<file path="config.mk">
export PLATFORM = sky130hd
export DESIGN_NAME = bug_spawn_gen
export DESIGN_NICKNAME = d
export VERILOG_FILES = /design/src/rtl/bug_spawn_gen.sv
export SDC_FILE = /design/constraint.sdc
export NUM_CORES = 1
export LEC_CHECK = 0
export ABC_AREA = 1
export CORE_ASPECT_RATIO = 0.8
export CORE_UTILIZATION = 45
export CTS_BUF_LIST = sky130_fd_sc_hd__clkbuf_8 sky130_fd_sc_hd__clkbuf_16
export CTS_CLUSTER_DIAMETER = 100
export DETAILED_ROUTE_END_ITERATION = 7
export GPL_ROUTABILITY_DRIVEN = 0
export GPL_TIMING_DRIVEN = 0
export MAX_ROUTING_LAYER = met4
export PLACE_DENSITY = 0.66
export SYNTH_ARGS = -nofsm -noshare
export SYNTH_HDL_FRONTEND = slang
export SYNTH_SLANG_ARGS = --single-unit
</file>
<file path="constraint.sdc">
create_clock -name clk -period 3.3 [get_ports clk]
set_input_delay 0.33 -clock clk [delete_from_list [all_inputs] [get_ports clk]]
set_output_delay 0.33 -clock clk [all_outputs]
set_load 0.02 [all_outputs]
</file>
<file path="src/rtl/bug_spawn_gen.sv">
// Spawn-position generator: a free-running LFSR sampled once per spawn period, range-reduced and held with a valid/select flag.
// Optional macro SPAWN_SPEEDUP_EN shortens the period by one tick every 8 acknowledges, down to a floor of 8.
module bug_spawn_gen #(
    parameter int         SPAWN_PERIOD = 60,
    parameter logic [4:0] SEED         = 5'b10101,
    parameter int         MAX_POS      = 19
) (
    input  logic       clk,
    input  logic       rst_n,
    input  logic       frame_tick,
    input  logic       start,
    input  logic       stop,
    input  logic       ack,
    output logic [4:0] pos,
    output logic       pos_valid,
    output logic       sel
);

    typedef enum logic [1:0] {S_IDLE, S_WAIT, S_PRESENT} state_t;

    localparam logic [4:0] SEED_INIT  = (SEED == 5'd0) ? 5'd1 : SEED;
    localparam logic [4:0] MAX_POS_V  = 5'(MAX_POS);
    localparam logic [4:0] POS_OFFSET = 5'(MAX_POS + 1);
    localparam logic [7:0] PERIOD_V   = 8'(SPAWN_PERIOD);

    state_t     state, state_next;
    logic [4:0] lfsr;
    logic [4:0] reduced;
    logic [4:0] pos_next;
    logic [7:0] cnt, cnt_next;
    logic [7:0] reload;

    always_ff @(posedge clk or negedge rst_n) begin
        if (!rst_n)
            lfsr <= SEED_INIT;
        else
            lfsr <= {lfsr[3:0], lfsr[4] ^ lfsr[2]};
    end

    // A single subtraction suffices because MAX_POS+1 > 31-(MAX_POS+1) never leaves the raw value out of range by more than one step.
    assign reduced = (lfsr > MAX_POS_V) ? (lfsr - POS_OFFSET) : lfsr;

`ifdef SPAWN_SPEEDUP_EN
    logic [7:0] eff_period, eff_period_next;
    logic [2:0] spawn_cnt;
    logic       ack_taken;

    assign ack_taken = (state == S_PRESENT) && !stop && ack;

    always_comb begin
        eff_period_next = eff_period;
        if (ack_taken && (spawn_cnt == 3'd7) && (SPAWN_PERIOD >= 8) && (eff_period > 8'd8))
            eff_period_next = eff_period - 8'd1;
    end

    always_ff @(posedge clk or negedge rst_n) begin
        if (!rst_n) begin
            eff_period <= PERIOD_V;
            spawn_cnt  <= 3'd0;
        end else if (state_next == S_IDLE) begin
            eff_period <= PERIOD_V;
            spawn_cnt  <= 3'd0;
        end else begin
            eff_period <= eff_period_next;
            if (ack_taken)
                spawn_cnt <= spawn_cnt + 3'd1;
        end
    end

    // The acknowledge that wraps the spawn counter already loads the shortened period.
    assign reload = eff_period_next - 8'd1;
`else
    assign reload = PERIOD_V - 8'd1;
`endif

    always_comb begin
        state_next = state;
        cnt_next   = cnt;
        pos_next   = pos;
        case (state)
            S_IDLE: begin
                if (!stop && start) begin
                    cnt_next   = reload;
                    state_next = S_WAIT;
                end
            end
            S_WAIT: begin
                if (stop) begin
                    state_next = S_IDLE;
                end else if (frame_tick) begin
                    if (cnt == 8'd0) begin
                        pos_next   = reduced;
                        state_next = S_PRESENT;
                    end else begin
                        cnt_next = cnt - 8'd1;
                    end
                end
            end
            S_PRESENT: begin
                if (stop) begin
                    state_next = S_IDLE;
                end else if (ack) begin
                    cnt_next   = reload;
                    state_next = S_WAIT;
                end
            end
            default: state_next = S_IDLE;
        endcase
    end

    // Valid and select are registered copies of "next state is PRESENT", so they move on the same edge as the state.
    always_ff @(posedge clk or negedge rst_n) begin
        if (!rst_n) begin
            state     <= S_IDLE;
            cnt       <= 8'd0;
            pos       <= 5'd0;
            pos_valid <= 1'b0;
            sel       <= 1'b0;
        end else begin
            state     <= state_next;
            cnt       <= cnt_next;
            pos       <= pos_next;
            pos_valid <= (state_next == S_PRESENT);
            sel       <= (state_next == S_PRESENT);
        end
    end

endmodule

</file>
# Word level (Yosys, flattened, before mapping)

Index checks and enable logic that the tools add are counted.

Register bits after elaboration: 21
Latch bits: 0
RAM bits: 0
ROM bits: 0
Input port bits: 6
Memories: 0

Add/sub/neg operators: 2
Multiply operators: 0
Div/mod/pow operators: 0
$lt $le $gt $ge: 1
Eq/ne operators: 9
Shifts and indexed selects: 0
Multiplexer cells: 15
Bitwise operators: 2
Reduce and logical (&&, ||, !) cells: 7

Operator list:

| kind                  | count |
|---|---|
| $mux W8               | 6 |
| $pmux W8 S3           | 1 |
| $mux W2               | 6 |
| $ne A2 B2 Y1 const B  | 6 |
| $logic_not A8 Y1      | 1 |
| $sub A8 B1 Y8 const B | 1 |
| $reduce_and A7 Y1     | 1 |
| $pmux W2 S3           | 1 |
| $gt A5 B5 Y1 const B  | 1 |
| $mux W5               | 1 |
| $sub A5 B5 Y5 const B | 1 |
| $eq A2 B2 Y1 const B  | 2 |
| $reduce_and A4 Y1     | 1 |
| $reduce_bool A3 Y1    | 1 |
| $eq A2 B1 Y1 const B  | 1 |
| $logic_not A2 Y1      | 1 |
| $logic_and A1 B1 Y1   | 1 |
| $logic_not A1 Y1      | 1 |
| $not A1 Y1            | 1 |
| $xor A1 B1 Y1         | 1 |

# Depth between registers and ports, before layout

Gate-level depths: netlist of the first run.

Depth after elaboration: 6
Depth in mapped cells: 9
Mapped depth without buffers: 9

# Worst setup path before layout of the first run

No wires, ideal clock.

Path kind: reg2reg
Start point: register cnt[0]
End point: register cnt[7]
Arrival time: 1.285 ns
Required time: 3.183 ns
Setup slack: 1.898 ns
Cell stages (with the launch flop): 10
Buffers on the path: 0
Period minus slack after synthesis: 1.402 ns
Path through: dfrtp_1 > inv_1 > ha_1 > nand3_1 > nor2_4 > nor2_2 > nand2_4 > nand2_4 > nand2_1 > nand2_1

Word-level cells in the longest chain between the ends: 5
Elaborated cells on any way between the ends: 8
Classes of those cells: add/sub (1); eq/ne (1); mux (4); reduce/logical (2)

Ends and longest elaborated chain:

| element                | line | text |
|---|---|---|
| from (decl)            | 30   | `logic [7:0] cnt, cnt_next;` |
| from (signal assigned) | 121  | `cnt <= cnt_next;` |
| $sub A8 B1 Y8          | 95   | `cnt_next = cnt - 8'd1;` |
| $mux W8                | 91   | `if (cnt == 8'd0) begin` |
| $mux W8                | 90   | `end else if (frame_tick) begin` |
| $mux W8                | 88   | `if (stop) begin` |
| $pmux W8 S3            | 80   | `case (state)` |

Parallel ways exist; a longest one is shown, timed or not. The select of a mux whose other input is x is not followed.
A chain may end at the register's enable or synchronous reset.

# Worst setup path in the final report of the first run

Start point: register sel
End point: output port sel

RTL lines:

| element                | line | text |
|---|---|---|
| from (decl)            | 16   | `output logic sel` |
| from (signal assigned) | 124  | `sel <= (state_next == S_PRESENT);` |

No word-level cell between the ends.

==> run metrics, run 1 <==
Final ANT Viol Nets 0; Critical Path AT 1.29 ns; initial antenna violation count 0; worst r2r src cnt[0]; Fin Setup TNS 0 ns; Top Ports 13; Die H approximately 47 um; Synth async-reset ratio 100%; Final min period 1.62 ns; Hold Path Origin lfsr[3]; worst skew pair latency around 0.26 ns; FF+latch count, synth 21; Die Footprint 0.00271 mm2; setup repair bufs after CTS 0; peak supply drop between 200 and 300 uV; post-route setup slack roughly 1.7 ns; Avg WL per Cell 12.4 um; Num CTS Buffers 3; GRT Overall Usage between 20% and 30%; row count 15; Worst Path Buf+Inv 2; # setup viols final 0; Synth cell types 25; clk_skew 0.00199 ns; Slew HR a little under two fifths; status complete, but fails checks; Worst setup SP type flop; fin. max-slew vios 0; CTS root buf clkbuf_8; Final Power roughly 750 uW; Max FO, Critical Path 2; top cells by count, synth 49 x nand2_1, 18 x dfrtp_1, 16 x nand3_1; DP Area 0.00128 mm2; H-tree depth 1; top area cells in the synthesized netlist dfrtp_1 40%, nand2_1 16%, nand3_1 7.1%, dfstp_2 7.0%, inv_1 3.0%; RSZ-0062 raised after global routing false; CTS Hold Bufs 0; post-CTS sizing 0; post-layout util about three fifths; Min-Delay Path Class reg2reg; Layout area overhead 17.4%; Starting Density between 50 and 60%; mapped cell area around 0.0011 mm2; Cells after Synth 137; Worst EP required 2.97 ns; clock sink count 21; Setup WS pre-CTS ~1.5 ns; cell area after layout approximately 0.0013 mm2; filler instances just over 200; most frequent cell after synthesis nand2_1; vias in the first global route about 860; CP top delay family buffers and inverters; DP Wirelength 1620 um; Yosys warning count 0; Fin. Hold Viols 0; Vias/cell between 5 and 6; fmax 618 MHz; Crit-path slowest cell clkdlybuf4s50_1; worst-margin pin slew between 0.9 and 1 ns; average size of a mapped cell between 8 and 9 um2; share of the synthesized area in the top cell type around 40%; post-synthesis sequential area ratio between 40 and 50%; failing checks design-rule violations; Starting DRT DRC Count 36; Largest stage delay, worst path about 0.58 ns; antenna cells 0; Critical Path End Type output port; iteration count of the initial detailed-routing pass 6; number of port buffers 12; Worst-path clk slew ~0.070 ns; Residual DRC 3; critical path type reg2out; nets@finish between 150 and 200; EDFF count, synth 0; total wire length about 2200 um; Synthesized Nets about 150; pwr/cell area about 570 mW/mm2; crit path cell chain buf_4 -> clkdlybuf4s50_1; global-route wire length before repair between 3000 and 4000 um; Max clock buf depth 2; layout cells sized above 1 between 10% and 20%; largest area contributor in the netlist dfrtp_1; maxcap violations 0; core area between 0.002 and 0.0025 mm2; fin crit share 49.0%; Main synth FF type dfrtp_1; TritonCTS clock tree yes; Reg area 529 um2; Static Leak approximately 0.64 nW; Crit. Startpoint sel; GRT overflow 0; Die W 58.0 um; multi-input logic area approximately 550 um2; DR vias 899; largest net degree at the start of global routing 22
-- layer usage --
layer  vias to the layer above  GRT usage [%]  share of wire, %
li1                        473              -                 -
met1                       408           27.0                50
met2                        14           32.0                43
met3                         4           5.79               4.8
met4                         0           7.14               1.4
met5                         -              -                 0
-- state kept, by name, summed over array words and instances (netlist names) --
name   cells
lfsr       5
sel        1
cnt        8
pos        5
state      2
-- cells by family (layout without fill, tap and decap cells) --
| family | count (synthesis) | in the layout | synth area share [%] |
|---|---|---|---|
| fa+ha+maj | 2 | 2 | 2.22 |
| buf+inv | 12 | 28 | 4.55 |
| flops | 21 | 21 | 46.9 |
| compound gates | 7 | 7 | 3.11 |
| simple gates | 93 | 93 | 41.6 |
| xor+xnor | 2 | 2 | 1.55 |
-- per-stage QoR --
step / instances / hold slack, ns
3_5_place_dp: 174 / 0.405
2_1_floorplan: 137 / 0.0344
6_report: 178 / 0.409
5_1_grt: 178 / 0.430
3_3_place_gp: 174 / 0.396
4_1_cts: 178 / 0.416
-- where the power goes --
part	internal, mW	total, mW	switching [mW]
combinational	0.0915	0.248	0.157
sequential	0.297	0.342	0.0458
clock	0.0830	0.164	0.0811
-- placed cells by master, fill, tap and decap left out --
| master | count |
|---|---|
| or2_1 | 1 |
| clkbuf_8 | 3 |
| buf_4 | 1 |
| nor2_2 | 4 |
| nor3_4 | 1 |
| xor2_1 | 2 |
| nor3_1 | 1 |
| nand2_2 | 2 |
| dfrtp_1 | 18 |
| nor2_4 | 3 |
| nand4_1 | 3 |
| nand2_1 | 49 |
| nand3b_1 | 2 |
| dfstp_2 | 3 |
| or2_2 | 1 |
| o21ai_0 | 4 |
| nand3_1 | 16 |
| inv_1 | 10 |
| ha_1 | 2 |
| a21oi_1 | 1 |
| inv_4 | 1 |
| o21ai_1 | 2 |
| nor2_1 | 6 |
| nand3_2 | 1 |
| inv_2 | 1 |
| nand2_4 | 3 |
| clkdlybuf4s50_1 | 12 |
-- final timing paths --
| path | cells after the start | end | slack [ns] |
|---|---|---|---|
| hold / removal | 0 | lfsr[4] | 0.41 |
| setup / recovery | 2 | sel | 1.68 |
| setup reg to reg | 9 | cnt[6] | 1.71 |
| hold reg to reg | 0 | lfsr[4] | 0.41 |
| min in group asynchronous | 1 | cnt[7] | 0.59 |
| max in group asynchronous | 1 | pos[4] | 2.14 |
-- layout make-up --
| cell class | count | share of cell area [%] |
|---|---|---|
| Clock inverter | 1 | 0.284 |
| Timing Repair Buffer | 12 | 9.07 |
| Sequential cell | 21 | 40.0 |
| Multi-Input combinational cell | 104 | 41.3 |
| Clock buffer | 3 | 3.12 |
| Tap cell | 25 | 2.36 |
| Buffer | 1 | 0.567 |
| Inverter | 11 | 3.31 |
(Power assumes the default switching activity.)
==> run 2: changes to the inputs <==
--- a/config.mk
+++ b/config.mk
@@ -14,7 +14,7 @@
 export GPL_ROUTABILITY_DRIVEN = 0
 export GPL_TIMING_DRIVEN = 0
 export MAX_ROUTING_LAYER = met4
-export PLACE_DENSITY = 0.66
+export PLACE_DENSITY = 0.69
 export SYNTH_ARGS = -nofsm -noshare
 export SYNTH_HDL_FRONTEND = slang
 export SYNTH_SLANG_ARGS = --single-unit
==> constraint.sdc (replaced) <==
create_clock -name clk -period 1.4 [get_ports clk]
set_input_delay 0.14 -clock clk [delete_from_list [all_inputs] [get_ports clk]]
set_output_delay 0.14 -clock clk [all_outputs]
set_load 0.02 [all_outputs]
==> run metrics, run 2 (synthesized netlist as in run 1, its figures left out) <==
status complete, but fails checks; failing checks design-rule violations, negative setup slack; fin. max-slew vios 0; DP Wirelength approximately 1600 um; Static Leak about 0.82 nW; placed cells 174; multi-input logic area approximately 600 um2; Worst setup SP type flop; Vias/cell around 5; max reg flops 8; Die H 46.8 um; GRT overflow 0; filler instances about 190; Final Power roughly 2.0 mW; Final ANT Viol Nets 0; H-tree depth 1; largest registers cnt x8, lfsr x5, pos x5; pwr/cell area approximately 1300 mW/mm2; Max clock buf depth 2; CTS Hold Bufs 0; fin crit share 101%; most frequent cells in the layout 46 x nand2_1, 17 x dfrtp_1, 14 x buf_4; Die Footprint ~0.0027 mm2; vias in the first global route ~940; critical path type reg2reg; # setup viols final 7; Critical Path AT 1.57 ns; worst skew pair latency roughly 0.27 ns; Slew HR a little under two fifths; Layout area overhead 34.3%; Fin. Hold Viols 0; clock sink count 21; Worst EP required 1.55 ns; post-route setup slack -0.0162 ns; layout cells sized above 1 between 20% and 30%; initial antenna violation count 0; number of port buffers 12; final hold slack 0.384 ns; Top reg by flops cnt; Max FO, Critical Path 7; TritonCTS clock tree yes; Setup WS pre-CTS -0.159 ns; most common cell after layout, fill and taps aside nand2_1; Reg area around 530 um2; Num CTS Buffers 3; post-route insts no fill between 150 and 200; total wire length 2380 um; global-route wire length before repair roughly 4000 um; post-layout util 67.2%; Avg WL per Cell between 10 and 15 um; Worst-path clk slew ~0.080 ns; row count 15; peak supply drop between 900 and 1000 uV; antenna cells 0; Critical Path End Type flop; iteration count of the initial detailed-routing pass 6; Top Ports 13; largest net degree at the start of global routing 22; Min-Delay Path Class in2async; worst-margin pin slew about 0.93 ns; DR vias between 900 and 1000; Residual DRC 1; clk_skew approximately 0.012 ns; core area approximately 0.0023 mm2; nets@finish ~180; Die W just under 60 um; Starting Density between 50% and 60%; RSZ-0062 raised after global routing true; maxcap violations 0; fmax approximately 710 MHz; GRT Overall Usage 21.3%; Final min period 1.42 ns; CTS root buf clkbuf_8; Starting DRT DRC Count 33
run 2: cell count changes in the layout (fill, tap and decap cells not counted), moves of 2 or more:
cell             before  now
o21ai_1               2    4
nand3_1              16   13
o21ai_0               4    2
inv_1                10    7
inv_2                 1    3
nand3_4               0    2
nand2_1              49   46
dlymetal6s2s_1        0    5
nand2_2               2    5
buf_4                 1   14
clkdlybuf4s50_1      12    6
run 2: cell type report:
class	instances	share of cell area, %
inverter	11	2.89
clock buffer	3	2.73
timing repair buffer	26	16.4
buffer	1	0.496
multi-input combinational	104	40.0
tap	25	2.07
sequential	21	35.0
clock inverter	1	0.331
run 2: timing repair:
| item | 4_1_cts | 5_1_grt |
|---|---|---|
| setup buffers | 3 | 11 |
| pin swaps | 1 | 7 |
| setup endpoints to repair | 14 | 19 |
| resized for setup | 5 | 17 |
run 2: per-layer routing:
metal	wire length (um)	up-vias	global-route usage [%]
met3	111	6	6.06
met2	1090	20	34.3
met1	1140	460	26.5
met5	0	-	-
li1	-	499	-
met4	37	0	6.67
run 2: path summary, 6_finish.rpt:
kind / start / to / slack, ns / depth (start not counted)
setup / recovery: cnt[1] / cnt[0] / -0.02 / 9
max in group asynchronous: rst_n / state[1] / 0.39 / 1
setup reg to reg: cnt[1] / cnt[0] / -0.02 / 9
min in group clk: lfsr[3] / lfsr[4] / 0.40 / 0
hold reg to reg: lfsr[3] / lfsr[4] / 0.40 / 0
hold / removal: rst_n / cnt[7] / 0.38 / 1
run 2: worst max-delay path, cell delays in order (launching register included):
cell and delay (ns):
dfrtp_1 0.40, inv_2 0.08, ha_4 0.16, nand3_4 0.08, nor2_4 0.17, nor2_4 0.06
nand2_4 0.13, nand2_4 0.10, nand2_1 0.07, nand2_1 0.04
run 2: report_power, final:
group / switching, mW / total, mW / internal (mW)
combinational: 0.444 / 0.820 / 0.377
sequential: 0.111 / 0.810 / 0.699
clock: 0.197 / 0.396 / 0.198
run 2: through the flow:
stage	TNS (ns)	area, um2
after CTS	-0.00149	1380
after floorplan	0	1130
after global routing	-1.41	1510
after global placement	-1.06	1280
after detailed placement	-1.43	1280
final	-0.0717	1510
==> run 3: changes to the inputs <==
--- a/config.mk
+++ b/config.mk
@@ -15,6 +15,7 @@
 export GPL_TIMING_DRIVEN = 0
 export MAX_ROUTING_LAYER = met4
 export PLACE_DENSITY = 0.69
+export SLEW_MARGIN = 20
 export SYNTH_ARGS = -nofsm -noshare
 export SYNTH_HDL_FRONTEND = slang
 export SYNTH_SLANG_ARGS = --single-unit
==> results of run 3 <==
Same layout as run 2: the final DEF is identical, and so are final timing and power.
